--- config.mk ---
export PLATFORM = sky130hd
export DESIGN_NAME = project_switch_ctrl_flat
export DESIGN_NICKNAME = d
export VERILOG_FILES = /design/src/rtl/proj_switch_pkg.sv /design/src/rtl/project_switch_ctrl_if.sv /design/src/rtl/switch_wb_regs.sv /design/src/rtl/project_switch_ctrl.sv /design/src/flat_wrapper.sv
export SDC_FILE = /design/constraint.sdc
export NUM_CORES = 1
export LEC_CHECK = 0
export BUFFER_PORTS_ARGS = -buffer_cell sky130_fd_sc_hd__clkbuf_2
export CELL_PAD_IN_SITES_DETAIL_PLACEMENT = 1
export CELL_PAD_IN_SITES_GLOBAL_PLACEMENT = 1
export CORE_MARGIN = 4
export CORE_UTILIZATION = 35
export CTS_BUF_LIST = sky130_fd_sc_hd__clkbuf_4 sky130_fd_sc_hd__clkbuf_8
export DETAILED_ROUTE_END_ITERATION = 10
export PLACE_DENSITY_LB_ADDON = 0.1
export SYNTH_ARGS = -nofsm -noshare
export SYNTH_HDL_FRONTEND = slang
export SYNTH_HIERARCHICAL = 1
export SYNTH_SLANG_ARGS = --single-unit
export TNS_END_PERCENT = 20
--- constraint.sdc ---
create_clock -name clk -period 3.1 [get_ports clk]
set_clock_uncertainty 0.15 [all_clocks]
set_input_delay 0.465 -clock clk [delete_from_list [all_inputs] [get_ports clk]]
set_output_delay 0.465 -clock clk [all_outputs]
set_load 0.01 [all_outputs]
--- src/rtl/proj_switch_pkg.sv ---
// Shared types and constants for the project switch controller.
// FSM encoding, status word layout and register offsets.
package proj_switch_pkg;

  typedef enum logic [1:0] {
    ST_RUN     = 2'd0,
    ST_ISOLATE = 2'd1,
    ST_RESET   = 2'd2,
    ST_SETTLE  = 2'd3
  } state_t;

  localparam int STAT_PEND_LSB  = 0;
  localparam int STAT_STATE_LSB = 12;
  localparam int STAT_BUSY_BIT  = 14;
  localparam int STAT_ERR_BIT   = 15;

  localparam logic [31:0] BASE_ADDR  = 32'h3000_0000;
  localparam logic [31:0] OFF_SEL    = 32'h0;
  localparam logic [31:0] OFF_STATUS = 32'h4;
  localparam logic [31:0] OFF_AUTO   = 32'h8;

  function automatic logic [31:0] status_word(
    input logic       err,
    input logic       busy,
    input state_t     st,
    input logic [7:0] pend
  );
    logic [31:0] w;
    w = '0;
    w[STAT_ERR_BIT] = err;
    w[STAT_BUSY_BIT] = busy;
    w[STAT_STATE_LSB +: 2] = st;
    w[STAT_PEND_LSB +: 8] = pend;
    return w;
  endfunction

endpackage

--- src/rtl/project_switch_ctrl_if.sv ---
// Wishbone slave bundle for the project switch controller.
// Signal names follow the harness wbs_* naming.
interface project_switch_ctrl_if;

  logic        wbs_cyc_i;
  logic        wbs_stb_i;
  logic        wbs_we_i;
  logic [3:0]  wbs_sel_i;
  logic [31:0] wbs_adr_i;
  logic [31:0] wbs_dat_i;
  logic        wbs_ack_o;
  logic [31:0] wbs_dat_o;

  modport master (
    output wbs_cyc_i, wbs_stb_i, wbs_we_i,
    output wbs_sel_i, wbs_adr_i, wbs_dat_i,
    input  wbs_ack_o, wbs_dat_o
  );

  modport slave (
    input  wbs_cyc_i, wbs_stb_i, wbs_we_i,
    input  wbs_sel_i, wbs_adr_i, wbs_dat_i,
    output wbs_ack_o, wbs_dat_o
  );

endinterface

--- src/rtl/switch_wb_regs.sv ---
// Wishbone decode, single-pulse ack and read mux.
// Effective select writes stall until the FSM is back in RUN.
module switch_wb_regs
  import proj_switch_pkg::*;
#(
  parameter logic [31:0] ADDR_SEL    = BASE_ADDR + OFF_SEL,
  parameter logic [31:0] ADDR_STATUS = BASE_ADDR + OFF_STATUS
`ifdef PROJ_AUTO_CYCLE_EN
  ,
  parameter logic [31:0] ADDR_AUTO   = BASE_ADDR + OFF_AUTO
`endif
) (
  input  logic        clk,
  input  logic        reset,
  project_switch_ctrl_if.slave wb,
  input  logic        run,
  input  logic        busy,
  input  logic        err,
  input  state_t      state,
  input  logic [7:0]  active_project,
  input  logic [7:0]  pending,
  output logic        sel_wr,
  output logic [7:0]  sel_data,
  output logic        clr_err
`ifdef PROJ_AUTO_CYCLE_EN
  ,
  output logic [31:0] period
`endif
);

  logic        valid;
  logic        hit_sel;
  logic        hit_stat;
  logic        hit_any;
  logic        stall;
  logic        accept;
  logic [31:0] rdata;

  assign valid    = wb.wbs_cyc_i & wb.wbs_stb_i & ~wb.wbs_ack_o;
  assign hit_sel  = wb.wbs_adr_i == ADDR_SEL;
  assign hit_stat = wb.wbs_adr_i == ADDR_STATUS;

`ifdef PROJ_AUTO_CYCLE_EN
  logic hit_auto;
  assign hit_auto = wb.wbs_adr_i == ADDR_AUTO;
  assign hit_any  = hit_sel | hit_stat | hit_auto;
`else
  logic unused_bits;
  assign unused_bits = ^{wb.wbs_sel_i[3:1], wb.wbs_dat_i[31:8]};
  assign hit_any  = hit_sel | hit_stat;
`endif

  assign stall = hit_sel & wb.wbs_we_i & wb.wbs_sel_i[0] & ~run;
  assign accept = valid & hit_any & ~stall;

  assign sel_wr   = accept & wb.wbs_we_i & hit_sel & wb.wbs_sel_i[0];
  assign sel_data = wb.wbs_dat_i[7:0];
  assign clr_err  = accept & wb.wbs_we_i & hit_stat
                  & wb.wbs_sel_i[0] & wb.wbs_dat_i[0];

  // Read data selection by decoded register.
  always_comb begin
    rdata = '0;
    unique case (1'b1)
      hit_sel:  rdata = {24'b0, active_project};
      hit_stat: rdata = status_word(err, busy, state, pending);
`ifdef PROJ_AUTO_CYCLE_EN
      hit_auto: rdata = period;
`endif
      default:  rdata = '0;
    endcase
  end

  // Registered ack pulse and read data, zero outside an ack.
  always_ff @(posedge clk) begin
    if (reset) begin
      wb.wbs_ack_o <= 1'b0;
      wb.wbs_dat_o <= '0;
    end else begin
      wb.wbs_ack_o <= accept;
      wb.wbs_dat_o <= (accept & ~wb.wbs_we_i) ? rdata : '0;
    end
  end

`ifdef PROJ_AUTO_CYCLE_EN
  // Auto-cycle period register, byte-enabled writes.
  always_ff @(posedge clk) begin
    if (reset) begin
      period <= '0;
    end else if (accept & wb.wbs_we_i & hit_auto) begin
      for (int b = 0; b < 4; b++) begin
        if (wb.wbs_sel_i[b]) period[b*8 +: 8] <= wb.wbs_dat_i[b*8 +: 8];
      end
    end
  end
`endif

endmodule

--- src/rtl/project_switch_ctrl.sv ---
// Active-project owner and safe switch sequencer (isolate/reset/settle).
// Optional auto-cycling built when PROJ_AUTO_CYCLE_EN is defined.
module project_switch_ctrl
  import proj_switch_pkg::*;
#(
  parameter logic [31:0] ADDR_SEL      = BASE_ADDR + OFF_SEL,
  parameter logic [31:0] ADDR_STATUS   = BASE_ADDR + OFF_STATUS,
`ifdef PROJ_AUTO_CYCLE_EN
  parameter logic [31:0] ADDR_AUTO     = BASE_ADDR + OFF_AUTO,
`endif
  parameter int          NUM_PROJECTS  = 5,
  parameter int          RESET_CYCLES  = 16,
  parameter int          SETTLE_CYCLES = 4
) (
  input  logic                    clk,
  input  logic                    reset,
  project_switch_ctrl_if.slave    wbs,
  output logic [7:0]              active_project,
  output logic                    io_isolate,
  output logic [NUM_PROJECTS-1:0] project_reset,
  output logic                    busy
);

  localparam int         CNT_W = 16;
  localparam logic [7:0] NUM_P = 8'(NUM_PROJECTS);

  state_t           state;
  state_t           state_nx;
  logic [CNT_W-1:0] cnt;
  logic [7:0]       pending;
  logic             err;
  logic             run;
  logic             sel_wr;
  logic [7:0]       sel_data;
  logic             clr_err;
  logic             host_go;
  logic             host_bad;
  logic             auto_go;

  assign run      = state == ST_RUN;
  assign host_go  = sel_wr & (sel_data < NUM_P)
                  & (sel_data != active_project);
  assign host_bad = sel_wr & (sel_data >= NUM_P);

`ifdef PROJ_AUTO_CYCLE_EN
  logic [31:0] period;
  logic [31:0] idle;
  logic [7:0]  next_proj;

  assign next_proj = (active_project + 8'd1 == NUM_P) ?
                     8'd0 : active_project + 8'd1;
  assign auto_go = run & (period != '0)
                 & (idle == period - 32'd1) & ~sel_wr;

  // Idle counter runs only in RUN with a nonzero period.
  always_ff @(posedge clk) begin
    if (reset) begin
      idle <= '0;
    end else if (!run || sel_wr || auto_go || period == '0) begin
      idle <= '0;
    end else begin
      idle <= idle + 32'd1;
    end
  end
`else
  assign auto_go = 1'b0;
`endif

  switch_wb_regs #(
    .ADDR_SEL    (ADDR_SEL),
    .ADDR_STATUS (ADDR_STATUS)
`ifdef PROJ_AUTO_CYCLE_EN
    ,
    .ADDR_AUTO   (ADDR_AUTO)
`endif
  ) u_regs (
    .clk            (clk),
    .reset          (reset),
    .wb             (wbs),
    .run            (run),
    .busy           (busy),
    .err            (err),
    .state          (state),
    .active_project (active_project),
    .pending        (pending),
    .sel_wr         (sel_wr),
    .sel_data       (sel_data),
    .clr_err        (clr_err)
`ifdef PROJ_AUTO_CYCLE_EN
    ,
    .period         (period)
`endif
  );

  // State register; reset restarts the reset/settle sequence.
  always_ff @(posedge clk) begin
    if (reset) state <= ST_RESET;
    else       state <= state_nx;
  end

  // Next-state logic.
  always_comb begin
    state_nx = state;
    unique case (state)
      ST_RUN:     if (host_go || auto_go) state_nx = ST_ISOLATE;
      ST_ISOLATE: state_nx = ST_RESET;
      ST_RESET:   if (cnt == '0) state_nx = ST_SETTLE;
      ST_SETTLE:  if (cnt == '0) state_nx = ST_RUN;
      default:    state_nx = state;
    endcase
  end

  // Counter, project registers and sticky error flag.
  always_ff @(posedge clk) begin
    if (reset) begin
      cnt            <= CNT_W'(RESET_CYCLES - 1);
      active_project <= '0;
      pending        <= '0;
      err            <= 1'b0;
    end else begin
      unique case (state)
        ST_RUN: begin
          if (host_go)      pending <= sel_data;
`ifdef PROJ_AUTO_CYCLE_EN
          else if (auto_go) pending <= next_proj;
`endif
        end
        ST_ISOLATE: begin
          cnt            <= CNT_W'(RESET_CYCLES - 1);
          active_project <= pending;
        end
        ST_RESET: begin
          if (cnt == '0) cnt <= CNT_W'(SETTLE_CYCLES - 1);
          else           cnt <= cnt - CNT_W'(1);
        end
        ST_SETTLE: begin
          if (cnt != '0) cnt <= cnt - CNT_W'(1);
        end
        default: ;
      endcase
      if (clr_err)       err <= 1'b0;
      else if (host_bad) err <= 1'b1;
    end
  end

  // Pad isolation and per-project reset from the current state.
  always_comb begin
    busy          = ~run;
    io_isolate    = ~run;
    project_reset = '1;
    if (state == ST_RUN || state == ST_SETTLE) begin
      for (int i = 0; i < NUM_PROJECTS; i++) begin
        project_reset[i] = active_project != 8'(i);
      end
    end
  end

endmodule

--- src/flat_wrapper.sv ---
// flat-port wrapper written by rule: the top's interface ports become plain ports
module project_switch_ctrl_flat import proj_switch_pkg::*;
#(
  parameter logic [31:0] ADDR_SEL      = BASE_ADDR + OFF_SEL,
  parameter logic [31:0] ADDR_STATUS   = BASE_ADDR + OFF_STATUS,

  parameter int          NUM_PROJECTS  = 5,
  parameter int          RESET_CYCLES  = 16,
  parameter int          SETTLE_CYCLES = 4
)
  (clk, reset, active_project, io_isolate, project_reset, busy, wbs_wbs_cyc_i, wbs_wbs_stb_i, wbs_wbs_we_i, wbs_wbs_sel_i, wbs_wbs_adr_i, wbs_wbs_dat_i, wbs_wbs_ack_o, wbs_wbs_dat_o);
  project_switch_ctrl_if wbs_i ();
  input  logic clk;
  input  logic reset;
  output logic [7:0] active_project;
  output logic io_isolate;
  output logic [NUM_PROJECTS-1:0] project_reset;
  output logic busy;
  input wire logic [$bits(wbs_i.wbs_cyc_i)-1:0] wbs_wbs_cyc_i;
  input wire logic [$bits(wbs_i.wbs_stb_i)-1:0] wbs_wbs_stb_i;
  input wire logic [$bits(wbs_i.wbs_we_i)-1:0] wbs_wbs_we_i;
  input wire logic [$bits(wbs_i.wbs_sel_i)-1:0] wbs_wbs_sel_i;
  input wire logic [$bits(wbs_i.wbs_adr_i)-1:0] wbs_wbs_adr_i;
  input wire logic [$bits(wbs_i.wbs_dat_i)-1:0] wbs_wbs_dat_i;
  output wire logic [$bits(wbs_i.wbs_ack_o)-1:0] wbs_wbs_ack_o;
  output wire logic [$bits(wbs_i.wbs_dat_o)-1:0] wbs_wbs_dat_o;
  assign wbs_i.wbs_cyc_i = wbs_wbs_cyc_i;
  assign wbs_i.wbs_stb_i = wbs_wbs_stb_i;
  assign wbs_i.wbs_we_i = wbs_wbs_we_i;
  assign wbs_i.wbs_sel_i = wbs_wbs_sel_i;
  assign wbs_i.wbs_adr_i = wbs_wbs_adr_i;
  assign wbs_i.wbs_dat_i = wbs_wbs_dat_i;
  assign wbs_wbs_ack_o = wbs_i.wbs_ack_o;
  assign wbs_wbs_dat_o = wbs_i.wbs_dat_o;
  project_switch_ctrl #(.ADDR_SEL(ADDR_SEL), .ADDR_STATUS(ADDR_STATUS), .NUM_PROJECTS(NUM_PROJECTS), .RESET_CYCLES(RESET_CYCLES), .SETTLE_CYCLES(SETTLE_CYCLES)) u_core (.clk(clk), .reset(reset), .wbs(wbs_i), .active_project(active_project), .io_isolate(io_isolate), .project_reset(project_reset), .busy(busy));
endmodule
**Word level (Yosys, flattened, before mapping)**

Index checks and enable logic that the tools add are counted.

- Register bits after elaboration: 68
- Output and inout port bits: 48

- Add/subtract/negate cells: 1
- $lt $le $gt $ge: 2
- Eq/ne operators: 14
- Mux-type cells: 9
- Bitwise gates (word level): 23
- Reduce and logical (&&, ||, !) cells: 11

Operators by type and width:

| kind | count |
|---|---|
| 32-bit by 30-bit equality test with 1-bit output (second input constant) | 2 |
| 16-bit one-hot mux with 3 select lines | 1 |
| 16-bit 2-to-1 mux | 2 |
| 16-bit one-hot mux with 2 select lines | 1 |
| 1-bit bitwise AND | 17 |
| 16-bit logical NOT | 1 |
| 8-bit by 2-bit inequality test with 1-bit output (second input constant) | 2 |
| 16-bit nonzero test | 1 |
| 16-bit by 1-bit subtractor with 16-bit output (second input constant) | 1 |
| 8-bit by 3-bit >= comparator with 1-bit output (second input constant) | 1 |
| 8-bit by 3-bit < comparator with 1-bit output (second input constant) | 1 |
| 8-bit by 1-bit inequality test with 1-bit output (second input constant) | 1 |
| 8-bit by 3-bit inequality test with 1-bit output (second input constant) | 1 |
| 8-bit inequality test | 1 |
| 2-bit one-hot mux with 4 select lines | 1 |
| 8-bit nonzero test | 1 |
| 2-bit 2-to-1 mux | 3 |
| 2-bit by 1-bit inequality test with 1-bit output (second input constant) | 3 |
| 5-bit 2-to-1 mux | 1 |
| 1-bit NOT | 5 |
| 2-bit equality test (second input constant) | 2 |
| 2-bit AND reduction | 2 |
| 2-bit OR reduction | 2 |
| 3-bit AND reduction | 1 |
| other kinds (6) | 6 |

**Logic depth before layout (Yosys ltp)**

- Word-level depth: 13
- Gate-level depth with buffers: 9
- Gate-level depth less buffers: 8

**By module**

The synthesis kept the hierarchy.

By module, submodules not included:

| module | instances | cells an instance | area an instance (um2) | sequential area each (um2) |
|---|---|---|---|---|
| project_switch_ctrl | 1 | 199 | 1745.4 | 700.7 |
| switch_wb_regs | 1 | 97 | 968.4 | 260.2 |

**Least setup slack after synthesis**

OpenSTA, ideal clock, no wires.

- Path type: in2reg
- Start point: input wbs_wbs_adr_i[1]
- End point: register u_core.pending[0]
- Setup time: 0.128 ns
- Arrival time: 2.039 ns
- Data required time: 2.822 ns
- Path slack: 0.783 ns
- Stages on the path: 8
- Cells stage by stage: nor4_4 nand4_4 buf_6 nor4_2 and4_1 o211ai_1 mux2i_1 nor2_1

- Word-level cells in the longest chain between the ends: 12
- Elaborated cells on any way between the ends: 15

Ends and longest elaborated chain:

| item | RTL line | RTL |
|---|---|---|
| from (decl) | flat_wrapper.sv:23 | `input wire logic [$bits(wbs_i.wbs_adr_i)-1:0] wbs_wbs_adr_i;` |
| 32-bit by 30-bit equality test with 1-bit output | switch_wb_regs.sv:40 | `assign hit_sel = wb.wbs_adr_i == ADDR_SEL;` |
| 1-bit bitwise AND (3 in series) | switch_wb_regs.sv:53 | `assign stall = hit_sel & wb.wbs_we_i & wb.wbs_sel_i[0] & ~run;` |
| 1-bit NOT | switch_wb_regs.sv:54 | `assign accept = valid & hit_any & ~stall;` |
| 1-bit bitwise AND | switch_wb_regs.sv:54 |  |
| 1-bit bitwise AND | switch_wb_regs.sv:56 | `assign sel_wr = accept & wb.wbs_we_i & hit_sel & wb.wbs_sel_i[0];` |
| 1-bit bitwise AND * (2 in series) | switch_wb_regs.sv:56 |  |
| via u_core.sel_wr | project_switch_ctrl.sv:33 | `logic sel_wr;` |
| 1-bit bitwise AND * | project_switch_ctrl.sv:41 | `assign host_go = sel_wr & (sel_data < NUM_P)` |
| 1-bit bitwise AND * | project_switch_ctrl.sv:42 | `& (sel_data != active_project);` |
| 2-bit AND reduction (no source line) * | - |  |
| to (signal assigned) | project_switch_ctrl.sv:123 | `if (host_go) pending <= sel_data;` |
| to (decl) | project_switch_ctrl.sv:30 | `logic [7:0] pending;` |

The timed path passes the listed nets; every way through them passes the cells marked *.
A chain may end at the register's enable or synchronous reset.

**Worst setup path after layout**

- Start point: register u_core.state[0]
- End point: output project_reset[1]

- Word-level cells in the longest chain between the ends: 3
- Elaborated cells on any way between the ends: 4

Ends and longest elaborated chain:

| item | RTL line | RTL |
|---|---|---|
| from (decl) | project_switch_ctrl.sv:27 | `state_t state;` |
| from (signal assigned) | project_switch_ctrl.sv:98 | `else state <= state_nx;` |
| 2-bit equality test or 2-bit logical NOT (tied branches) | project_switch_ctrl.sv:151 | `if (state == ST_RUN \|\| state == ST_SETTLE) begin` |
| 1-bit logical OR * | project_switch_ctrl.sv:151 |  |
| 5-bit 2-to-1 mux * | project_switch_ctrl.sv:151 |  |
| to (decl) | flat_wrapper.sv:17 | `output logic [NUM_PROJECTS-1:0] project_reset;` |

Every way passes the cells marked *; elsewhere a longest branch is shown, timed or not.

==> flow_metrics.py <==
metrics = {
    "power": {
        "comb_power_share_pct": 19.0,
        "power_frac_clock_pct": 30.8,
        "seqPwrFrac_pct": 50.2,
        "p_sw_share_pct": 29.3,
        "power.total_uw": 1300,
        "power_density_nw_per_um2": 417,
        "ir_drop_v": 0.000146,
        "p_switching_uw": 381,
        "p_int_uw": 918,
        "p_leak_uw": 0.00132,
    },
    "outcome": {
        "status": "completed",
    },
    "global_routing": {
        "grt_pass1_vias": 2465,
        "overflow": 0,
        "antenna_found_initial": 0,
        "grt_use_total_pct": 15.9,
        "grt_max_degree": 22,
        "grt_pass1_wl_um": 11400,
    },
    "yosys": {
        "ys_seq_elements": 48,
        "synth_top_area_share_pct": 35.4,
        "synth_largest_area_cell": "dfxtp_1",
        "synth-edff-count": 0,
        "synth_area_per_cell_um2": 9.17,
        "yosysSeqAreaShare_pct": 35.4,
        "netlist_instances": 296,
        "syn_area_um2": 2710,
        "yosysWarningCount": 6,
        "synth_area_leaders": "dfxtp_1, buf_4, nor4_2, mux2i_1, nor2_1",
        "synth_ff_type": "dfxtp_1",
        "synthArstFlopShare_pct": 0,
        "ys_types": 47,
    },
    "die": {
        "initial_utilization_pct": 36.6,
        "die_h_um": 96.1,
        "core_um2": 7410,
        "num_rows": 31,
        "die-area_um2": 9230,
        "die_x_um": 96.1,
        "io_pins": 121,
    },
    "layout": {
        "layout_common_cells": "clkbuf_2, dfxtp_1, nor2_1",
        "areaGrowthSynthToFinish_pct": 14.8,
        "n_antenna_cell": 0,
        "final_common_cell": "clkbuf_2",
        "multi_input_area_um2": 1510,
        "fin_nets": 436,
        "fillerInstances": 921,
        "final_layout_size_suffix_gt1_share_pct": 31.2,
        "regArea_um2": 961,
        "fin_cells": 458,
    },
    "routing": {
        "dr.pass1.iters": 4,
        "route.detailed.drc": 0,
        "routed_wl_um": 6980,
        "wl_per_cell_um": 15.2,
        "drt_iter0_markers": 21,
        "postRouteAntennaNets": 0,
        "vias_per_cell": 5.10,
        "vias": 2336,
    },
    "worst_hold_path": {
        "min_path_cells": 3,
        "hp-start": "wbs_wbs_dat_i[2]",
        "hold_end": "u_core/pending[2]",
        "hold_class": "input pin to flop",
    },
    "critical_path": {
        "max_stage_delay_ns": 0.41,
        "regToRegEndpoint": "u_core/cnt[7]",
        "worst_ep_arrival_time_ns": 2.05,
        "cp.required_ns": 2.48,
        "reg2reg_depth": 7,
        "critPathKind": "flop to output port",
        "worst-path-max-fanout": 5,
        "crit_path_cell_trace": "inv_1, ha_1, nor4_1, nand2_1, nor2_1, nand3b_1, clkbuf_2",
        "worst_setup_path_start_kind": "flop",
        "cpLargestDelayFamily": "simple AND/OR/NAND/NOR gates",
        "reg2reg_slack_ns": 0.50,
        "worstReg2RegStart": "u_core/cnt[0]",
        "crit_slowest_cell": "dfxtp_1",
        "path_buf_inv": 2,
        "endpoint_kind": "output port",
    },
    "placed_design": {
        "dp.cells": 450,
        "dpl_worst_slack_ns": 0.465,
        "gp_congestion": 0.719,
        "io_buffers": 73,
        "place_hpwl_um": 5440,
    },
    "timing": {
        "fmax_mhz": 375,
        "max_slew.worst_pin.slew_ns": 0.757,
        "period_minus_slack_ns": 2.67,
        "hold_violations": 0,
        "rsz0062_at_grt": "no",
        "drv_slew": 0,
        "setup_tns_ns": 0,
        "setup_violations": 0,
        "min_period_over_period_pct": 86.1,
        "final_critical_path_setup_slack_ns": 0.432,
        "slew-limit-headroom_pct": 49.3,
    },
    "clocking": {
        "cts_max_level": 2,
        "clk_path_buf_depth": 2,
        "cts_resized": 0,
        "clkTransAtPathRegs_ns": 0.09,
        "post_cts_buffers": 0,
        "cts_tree": "built",
        "cts_hold_buffers": 0,
        "numCtsBuffers": 5,
        "clk_latency_ns": 0.30,
        "root_buffer": "clkbuf_8",
        "cts_sinks": 48,
    },
    "run": {
        "max_cap_viol_count": 0,
    },
}
[per-layer routing]
| layer | vias up | global-route usage [%] | wire (um) |
|---|---|---|---|
| li1 | 1142 | - | - |
| met5 | - | 0 | 0 |
| met3 | 7 | 4.14 | 256 |
| met4 | 0 | 3.91 | 65 |
| met1 | 1143 | 17.2 | 2790 |
| met2 | 44 | 30.4 | 3870 |
[tightest hold or removal path, stage by stage]
cell	delay, ns
clkbuf_2	0.10
mux2i_1	0.07
nor2_1	0.07
[flip-flops by register name (all words and copies together), names as in the netlist]
name                        count
u_core/cnt                     16
u_core/u_regs/wb.wbs_dat_o     12
u_core/active_project           8
u_core/pending                  8
u_core/state                    2
u_core/err                      1
u_core/u_regs/wb.wbs_ack_o      1
[how the worst max path moves through the flow]
stage	start	endpoint	slack [ns]	cells after the start
final	u_core/state[0]	project_reset[1]	0.43	7
after global routing	u_core/state[0]	project_reset[1]	0.15	7
after CTS	u_core/state[0]	project_reset[3]	0.36	7
after global placement	u_core/cnt[0]	u_core/cnt[13]	0.54	7
after floorplan	wbs_wbs_adr_i[1]	u_core/pending[0]	0.78	8
after detailed placement	u_core/cnt[0]	u_core/cnt[3]	0.47	7
[metrics by stage]
step / hold WS [ns] / utilization, % / area, um2
after floorplan: 0.292 / - / 2790
after global routing: 0.316 / 42.1 / 3120
final: 0.292 / 42.1 / 3120
after global placement: 0.331 / 40.8 / 3020
after detailed placement: 0.322 / 40.8 / 3020
after CTS: 0.278 / 42.1 / 3120
[power by group through the flow]
stage / combinational [uW] / sequential [uW] / clock [uW]
floorplan: 194 / 661 / 0
global placement: 243 / 666 / 0
detailed placement: 250 / 667 / 0
CTS: 251 / 652 / 416
global route: 284 / 656 / 447
finish: 247 / 652 / 400
[area by class of cell]
type | instances | area share, %
multi-input cells | 218 | 48.3
inverters | 7 | 0.843
clock buffers | 7 | 2.89
clock inverters | 1 | 0.241
repair buffers | 78 | 12.9
flip-flops and latches | 48 | 30.8
well taps | 99 | 3.97
[Yosys cell counts (all sizes together), types with 5 or more instances]
cell,n
dfxtp,48
buf,36
nor2,31
nor4,27
nand2,16
mux2i,12
nor3,11
mux2,9
o21ai,9
nand4,8
xnor2,8
inv,7
nand3,7
a21oi,6
clkbuf,6
and3,5
ha,5
xor2,5
[cell families (layout without fill, tap and decap cells)]
| group | count (synthesis) | in the layout | synth area share (%) |
|---|---|---|---|
| AO/OA/AOI/OAI | 36 | 36 | 9.22 |
| XOR/XNOR | 13 | 13 | 4.20 |
| adder cells (fa/ha/maj) | 5 | 5 | 2.31 |
| buffers and inverters | 49 | 93 | 11.8 |
| flip-flops | 48 | 48 | 35.4 |
| multiplexers | 21 | 21 | 8.16 |
| other | 1 | 20 | 0.138 |
| AND/OR/NAND/NOR | 123 | 123 | 28.8 |
(Power assumes the default switching activity.)
